**config.mk**
```make
export PLATFORM = sky130hd
export DESIGN_NAME = sddr_phy_leveler
export DESIGN_NICKNAME = d
export VERILOG_FILES = /design/src/rtl/sddr_phy_leveler.sv
export SDC_FILE = /design/constraint.sdc
export NUM_CORES = 1
export LEC_CHECK = 0
export CAP_MARGIN = 20
export CORE_MARGIN = 5
export CORE_UTILIZATION = 25
export DETAILED_ROUTE_END_ITERATION = 12
export PLACE_DENSITY = 0.42
export SYNTH_ARGS = -nofsm -noshare
export SYNTH_HDL_FRONTEND = slang
export SYNTH_SLANG_ARGS = --single-unit
```
**constraint.sdc**
```tcl
create_clock -name in_ddr_clock_i -period 2.2 [get_ports in_ddr_clock_i]
set_input_delay 0.33 -clock in_ddr_clock_i [delete_from_list [all_inputs] [get_ports in_ddr_clock_i]]
set_output_delay 0.33 -clock in_ddr_clock_i [all_outputs]
set_load 0.02 [all_outputs]
```
**src/rtl/sddr_phy_leveler.sv**
```systemverilog
// rtl/sddr_phy_leveler.sv - per-lane IDELAY tap search sequencer for DDR3 leveling
//
// Purpose: steps a shared delay tap across all byte lanes, samples a per-lane
// feedback bit at each tap, and locks each lane at the first tap where the
// feedback is stable at the target level after having been stable opposite.
//
// Ports:
//   in_ddr_clock_i      controller clock (rising edge)
//   in_phy_reset_i      synchronous active-high reset
//   ctl_level_start_i   start request, honoured in IDLE/DONE
//   ctl_level_abort_i   return to IDLE from any state, clears results
//   ctl_level_target_i  target feedback level, latched at start
//   ctl_level_busy_o    search in progress
//   ctl_level_done_o    search finished, results valid
//   ctl_level_fail_o    per-lane no-edge-found flag
//   ctl_level_tap_o     per-lane locked tap, lane n at [n*TAP_BITS +: TAP_BITS]
//   ctl_write_level_o   leveling mode enable for DQ/DQS (mirrors busy)
//   phy_level_sample_i  per-lane synchronised feedback bit
//   phy_delay_ld_o      load tap 0 into every lane delay
//   phy_delay_ce_o      per-lane tap increment enable
//   phy_delay_inc_o     increment direction, tied high
module sddr_phy_leveler #(
    parameter int LANES         = 2,
    parameter int TAP_BITS      = 5,
    parameter int SETTLE_CYCLES = 16,
    parameter int SAMPLES       = 8
) (
    input  logic                      in_ddr_clock_i,
    input  logic                      in_phy_reset_i,
    input  logic                      ctl_level_start_i,
    input  logic                      ctl_level_abort_i,
    input  logic                      ctl_level_target_i,
    output logic                      ctl_level_busy_o,
    output logic                      ctl_level_done_o,
    output logic [LANES-1:0]          ctl_level_fail_o,
    output logic [LANES*TAP_BITS-1:0] ctl_level_tap_o,
    output logic                      ctl_write_level_o,
    input  logic [LANES-1:0]          phy_level_sample_i,
    output logic                      phy_delay_ld_o,
    output logic [LANES-1:0]          phy_delay_ce_o,
    output logic                      phy_delay_inc_o
);

    localparam int CNT_MAX = (SETTLE_CYCLES > SAMPLES) ? SETTLE_CYCLES : SAMPLES;
    localparam int CNT_W   = $clog2(CNT_MAX + 1);
    localparam logic [TAP_BITS-1:0] TAP_MAX = '1;

    typedef enum logic [2:0] {
        S_IDLE,
        S_LOAD,
        S_SETTLE,
        S_SAMPLE,
        S_EVAL,
        S_STEP,
        S_DONE
    } state_t;

    state_t                             state_q, state_d;
    logic [CNT_W-1:0]                   cnt_q, cnt_d;
    logic [TAP_BITS-1:0]                tap_q, tap_d;
    logic                               target_q, target_d;
    logic [LANES-1:0]                   locked_q, locked_d;
    logic [LANES-1:0]                   seen_q, seen_d;
    logic [LANES-1:0]                   fail_q, fail_d;
    logic [LANES-1:0]                   ones_q, ones_d;
    logic [LANES-1:0]                   zeros_q, zeros_d;
    logic [LANES-1:0][TAP_BITS-1:0]     tap_out_q, tap_out_d;

    logic             settle_last;
    logic             sample_last;
    logic [LANES-1:0] stable_tgt;
    logic [LANES-1:0] stable_opp;
    logic             all_resolved;

    assign settle_last  = (cnt_q == CNT_W'(SETTLE_CYCLES - 1));
    assign sample_last  = (cnt_q == CNT_W'(SAMPLES - 1));
    assign stable_tgt   = target_q ? ones_q  : zeros_q;
    assign stable_opp   = target_q ? zeros_q : ones_q;
    // Uses this cycle's lock decisions so a lane locking in EVAL counts now.
    assign all_resolved = &(locked_d | fail_q);

    // State register
    always_ff @(posedge in_ddr_clock_i) begin
        if (in_phy_reset_i) begin
            state_q <= S_IDLE;
        end else begin
            state_q <= state_d;
        end
    end

    // Next-state logic
    always_comb begin
        state_d = state_q;
        if (ctl_level_abort_i) begin
            state_d = S_IDLE;
        end else begin
            case (state_q)
                S_IDLE, S_DONE: if (ctl_level_start_i) state_d = S_LOAD;
                S_LOAD:         state_d = S_SETTLE;
                S_SETTLE:       if (settle_last) state_d = S_SAMPLE;
                S_SAMPLE:       if (sample_last) state_d = S_EVAL;
                S_EVAL:         state_d = (all_resolved || tap_q == TAP_MAX) ? S_DONE : S_STEP;
                S_STEP:         state_d = S_SETTLE;
                default:        state_d = S_IDLE;
            endcase
        end
    end

    // Output logic
    always_comb begin
        ctl_level_busy_o = (state_q == S_LOAD) || (state_q == S_SETTLE) ||
                           (state_q == S_SAMPLE) || (state_q == S_EVAL) ||
                           (state_q == S_STEP);
        ctl_level_done_o = (state_q == S_DONE);
        phy_delay_ld_o   = (state_q == S_LOAD);
        phy_delay_ce_o   = (state_q == S_STEP) ? ~locked_q : '0;
    end

    assign ctl_write_level_o = ctl_level_busy_o;
    assign phy_delay_inc_o   = 1'b1;
    assign ctl_level_fail_o  = fail_q;
    assign ctl_level_tap_o   = tap_out_q;

    // Datapath next-state
    always_comb begin
        cnt_d     = '0;
        tap_d     = tap_q;
        target_d  = target_q;
        locked_d  = locked_q;
        seen_d    = seen_q;
        fail_d    = fail_q;
        ones_d    = ones_q;
        zeros_d   = zeros_q;
        tap_out_d = tap_out_q;

        case (state_q)
            S_IDLE, S_DONE: begin
                if (ctl_level_start_i) begin
                    target_d  = ctl_level_target_i;
                    locked_d  = '0;
                    seen_d    = '0;
                    fail_d    = '0;
                    tap_out_d = '0;
                end
            end
            S_LOAD: tap_d = '0;
            S_SETTLE: begin
                if (!settle_last) cnt_d = cnt_q + 1'b1;
            end
            S_SAMPLE: begin
                if (!sample_last) cnt_d = cnt_q + 1'b1;
                // First sample cycle reseeds the accumulators.
                if (cnt_q == '0) begin
                    ones_d  = phy_level_sample_i;
                    zeros_d = ~phy_level_sample_i;
                end else begin
                    ones_d  = ones_q & phy_level_sample_i;
                    zeros_d = zeros_q & ~phy_level_sample_i;
                end
            end
            S_EVAL: begin
                for (int n = 0; n < LANES; n++) begin
                    if (!locked_q[n] && !fail_q[n]) begin
                        if (stable_tgt[n] && seen_q[n]) begin
                            locked_d[n]  = 1'b1;
                            tap_out_d[n] = tap_q;
                        end else if (stable_opp[n]) begin
                            seen_d[n] = 1'b1;
                        end
                    end
                end
                // Lanes that lock at the last tap are excluded from failing.
                if (tap_q == TAP_MAX) fail_d = fail_q | ~locked_d;
            end
            S_STEP: tap_d = tap_q + 1'b1;
            default: ;
        endcase

        if (ctl_level_abort_i) begin
            cnt_d     = '0;
            tap_d     = '0;
            locked_d  = '0;
            seen_d    = '0;
            fail_d    = '0;
            tap_out_d = '0;
        end
    end

    // Datapath registers
    always_ff @(posedge in_ddr_clock_i) begin
        if (in_phy_reset_i) begin
            cnt_q     <= '0;
            tap_q     <= '0;
            target_q  <= 1'b0;
            locked_q  <= '0;
            seen_q    <= '0;
            fail_q    <= '0;
            ones_q    <= '0;
            zeros_q   <= '0;
            tap_out_q <= '0;
        end else begin
            cnt_q     <= cnt_d;
            tap_q     <= tap_d;
            target_q  <= target_d;
            locked_q  <= locked_d;
            seen_q    <= seen_d;
            fail_q    <= fail_d;
            ones_q    <= ones_d;
            zeros_q   <= zeros_d;
            tap_out_q <= tap_out_d;
        end
    end

endmodule

```
==> qor.txt <==
Fmax - 0.4872 GHz
vias post-DR - 1,479
CTS root buffer - clkbuf_8
P_leak - 0.0008283 uW
filler cell count - 686
Core Region - 0.006386 mm2
placed inst area - 0.002057 mm2
GPL Wtd Cong - 0.7515
Total Wirelength - 4331 um
antenna violations before repair - 0
Worst Clk Skew - 0.006428 ns
number of global-route vias before repair - 1,437
Setup CP Type - flip-flop to output port
sw power - 278.0 uW
Peak VDD IR - 0.2312 mV
drt initial violations - 67
die height - 91.28 um
Buf+Inv Stages, Crit Path - 1
Starting Density - 0.2586
pwr/cell area - 586.8 mW/mm2
number of distinct library cells after synthesis - 40
Critical Path End Type - output port
largest net degree at the start of global routing - 20
routed len/inst - 14.11 um
status - complete, no violations
CP startpoint - state_q[1]
hold path cells - 1
critical-path cell list - nor2b_4 > nand2_1 > nor2_1 > clkdlybuf4s50_1
Post-DP HPWL - 3286 um
Ports - 26
Routed Antenna Nets - 0
Top FF cell, synth - dfxtp_1
global-route wire length before repair - 7258 um
Slew headroom - 0.6512
H-tree depth - 2
crit-path max FO - 13
port bufs - 24
Worst EP arrival - 1.72 ns
Hold WC Path Type - flip-flop to flip-flop
Hold Worst Slack - 0.4668 ns
FF-to-FF End - ctl_level_fail_o[1]
Stages on worst setup path - 4
Vias/cell - 4.818
minimum clock period - 2.053 ns
ANT cells - 0
Die X - 91.28 um
Worst Setup EP - phy_delay_ce_o[0]
layout net count - 242
DRC errors left - 0
proportion of layout cells with a drive suffix above 1 - 0.1391
FF-to-FF path depth - 7
Sw Share - 0.2179
Hold Fails Final Rpt - 0
# setup viols final - 0
clk buf depth - 2
RSZ-0062 raised after global routing - false
synth warn - 0
setup_tns - 0 ns
Mapped Cells - 191
family with the most delay on the worst path - buffers and inverters
commonest non-fill, non-tap cell in the layout - dfxtp_1
final instance area - 0.002175 mm2
TritonRoute pass-1 iters - 4
DIE AREA - 0.008332 mm2
GRT Overall Usage - 0.1090
crit-path max cell delay - 0.62 ns
clock power share - 0.440
# Post-CTS Setup Buffers - 0
GRT Residual Overflow - 0
max-capacitance violation count - 0
Startpoint Class - flip-flop
commonest non-fill, non-tap cells in the layout - dfxtp_1 (33), nor2_1 (28), clkdlybuf4s50_1 (22), buf_4 (15)
Clock Latency Late Sink - 0.28 ns
Avg Inst Size Synth - 8.647 um2
EDFF count, synth - 0
Worst-path clk slew - 0.06 ns
Logic pwr share - 0.068
Worst EP required - 1.87 ns
period utilization - 0.9330
CTS Buf Count - 5
Slew Viols, Final - 0
CTS tree - built
Yosys reg bits - 34
reg2reg start - tap_q[1]
Sink Count - 34
highest-delay cell along the critical path - clkdlybuf4s50_1
Worst-Margin Slew - 0.5197 ns
Reg power frac - 0.492
R2R Setup Slk - 0.30 ns
Async SR Flop Fraction - 0
internal power - 998.0 uW
Syn Std Cell Area - 0.001652 mm2
Area growth, synth to finish - 31.67%
syn nets - 204
sequential share of the synthesized area - 0.4121
Core Rows - 29
stage by stage:
step	total power, uW	utilization	std cells	setup slack (ns)
after global routing	1336	0.3405	307	0.05536
after detailed placement	729.8	0.3221	299	0.2610
after floorplan	684.5	-	191	0.2889
after CTS	1299	0.3395	307	0.02837
final	1276	0.3405	307	0.1475
after global placement	730.7	0.3221	299	0.2973
worst min-delay path by stage:
stage / from / to
after detailed placement: cnt_q[0] / cnt_q[0]
after global routing: cnt_q[0] / cnt_q[0]
after CTS: cnt_q[0] / cnt_q[0]
after floorplan: in_phy_reset_i / target_q
after global placement: cnt_q[0] / cnt_q[0]
final: cnt_q[0] / cnt_q[0]
power groups by stage:
stage          registers [uW]  clock network [uW]  logic, uW
3_5_place_dp              642                   0       88.3
6_report                  628                 561       87.4
5_1_grt                   628                 611       97.0
4_1_cts                   627                 582       89.0
2_1_floorplan             640                   0       44.3
3_3_place_gp              642                   0       89.2
state kept, by name, summed over array words and instances, names as in the netlist:
register          flops
seen_q                2
zeros_q               2
cnt_q                 5
ctl_level_tap_o      10
ones_q                2
tap_q                 5
ctl_level_fail_o      2
locked_q              2
state_q               3
target_q              1
synthesized netlist by cell type, types with 2 or more instances:
| library cell | n | share of area |
|---|---|---|
| a21o_1 | 3 | 0.014 |
| a21oi_1 | 13 | 0.039 |
| a22o_1 | 5 | 0.027 |
| a22oi_1 | 2 | 0.0091 |
| a311oi_1 | 3 | 0.016 |
| a31oi_1 | 4 | 0.015 |
| a32o_1 | 5 | 0.030 |
| buf_2 | 2 | 0.0061 |
| buf_4 | 3 | 0.014 |
| clkbuf_1 | 3 | 0.0068 |
| dfxtp_1 | 34 | 0.41 |
| ha_1 | 6 | 0.045 |
| inv_1 | 8 | 0.018 |
| mux2_2 | 4 | 0.027 |
| mux2i_1 | 2 | 0.012 |
| nand2_1 | 13 | 0.030 |
| nand2b_1 | 6 | 0.023 |
| nand3_1 | 11 | 0.033 |
| nand3b_1 | 2 | 0.0091 |
| nor2_1 | 28 | 0.064 |
| nor2b_1 | 2 | 0.0076 |
| nor3_1 | 8 | 0.024 |
| nor4b_1 | 2 | 0.011 |
| o21ai_0 | 4 | 0.012 |
| o31ai_1 | 2 | 0.0091 |
| o41ai_1 | 2 | 0.011 |
cells by family (layout without fill, tap and decap cells):
family | count (synthesis) | in the layout | share of synthesized area
compound gates | 45 | 45 | 0.1902
xor+xnor | 2 | 2 | 0.01061
fa+ha+maj | 6 | 6 | 0.04545
buf+inv | 16 | 55 | 0.04470
flops | 34 | 34 | 0.4121
mux | 6 | 6 | 0.03939
other cells | 1 | 1 | 0.002271
simple gates | 81 | 81 | 0.2553
per-layer routing:
layer  up-vias  track usage  share of wire
li1        761            -              -
met4         0      0.03790         0.0088
met3         4      0.03058          0.040
met2        34       0.1629           0.44
met1       680       0.1501           0.51
met5         -            0              0
cell type report:
| cell class | count | area (um2) | area share |
|---|---|---|---|
| timing repair buffer | 39 | 357.8 | 0.1646 |
| multi-input combinational | 141 | 902.1 | 0.4148 |
| sequential | 34 | 681.9 | 0.3136 |
| inverter | 8 | 30.03 | 0.01381 |
| clock inverter | 1 | 30.03 | 0.01381 |
| clock buffer | 7 | 76.32 | 0.03510 |
| tap | 77 | 96.34 | 0.04430 |
repair_timing:
action,4_1_cts,5_1_grt
setup endpoints to repair,1,5
hold buffers,0,0
gates resized for setup,1,3
pin swaps,0,0
(Power assumes the default switching activity.)
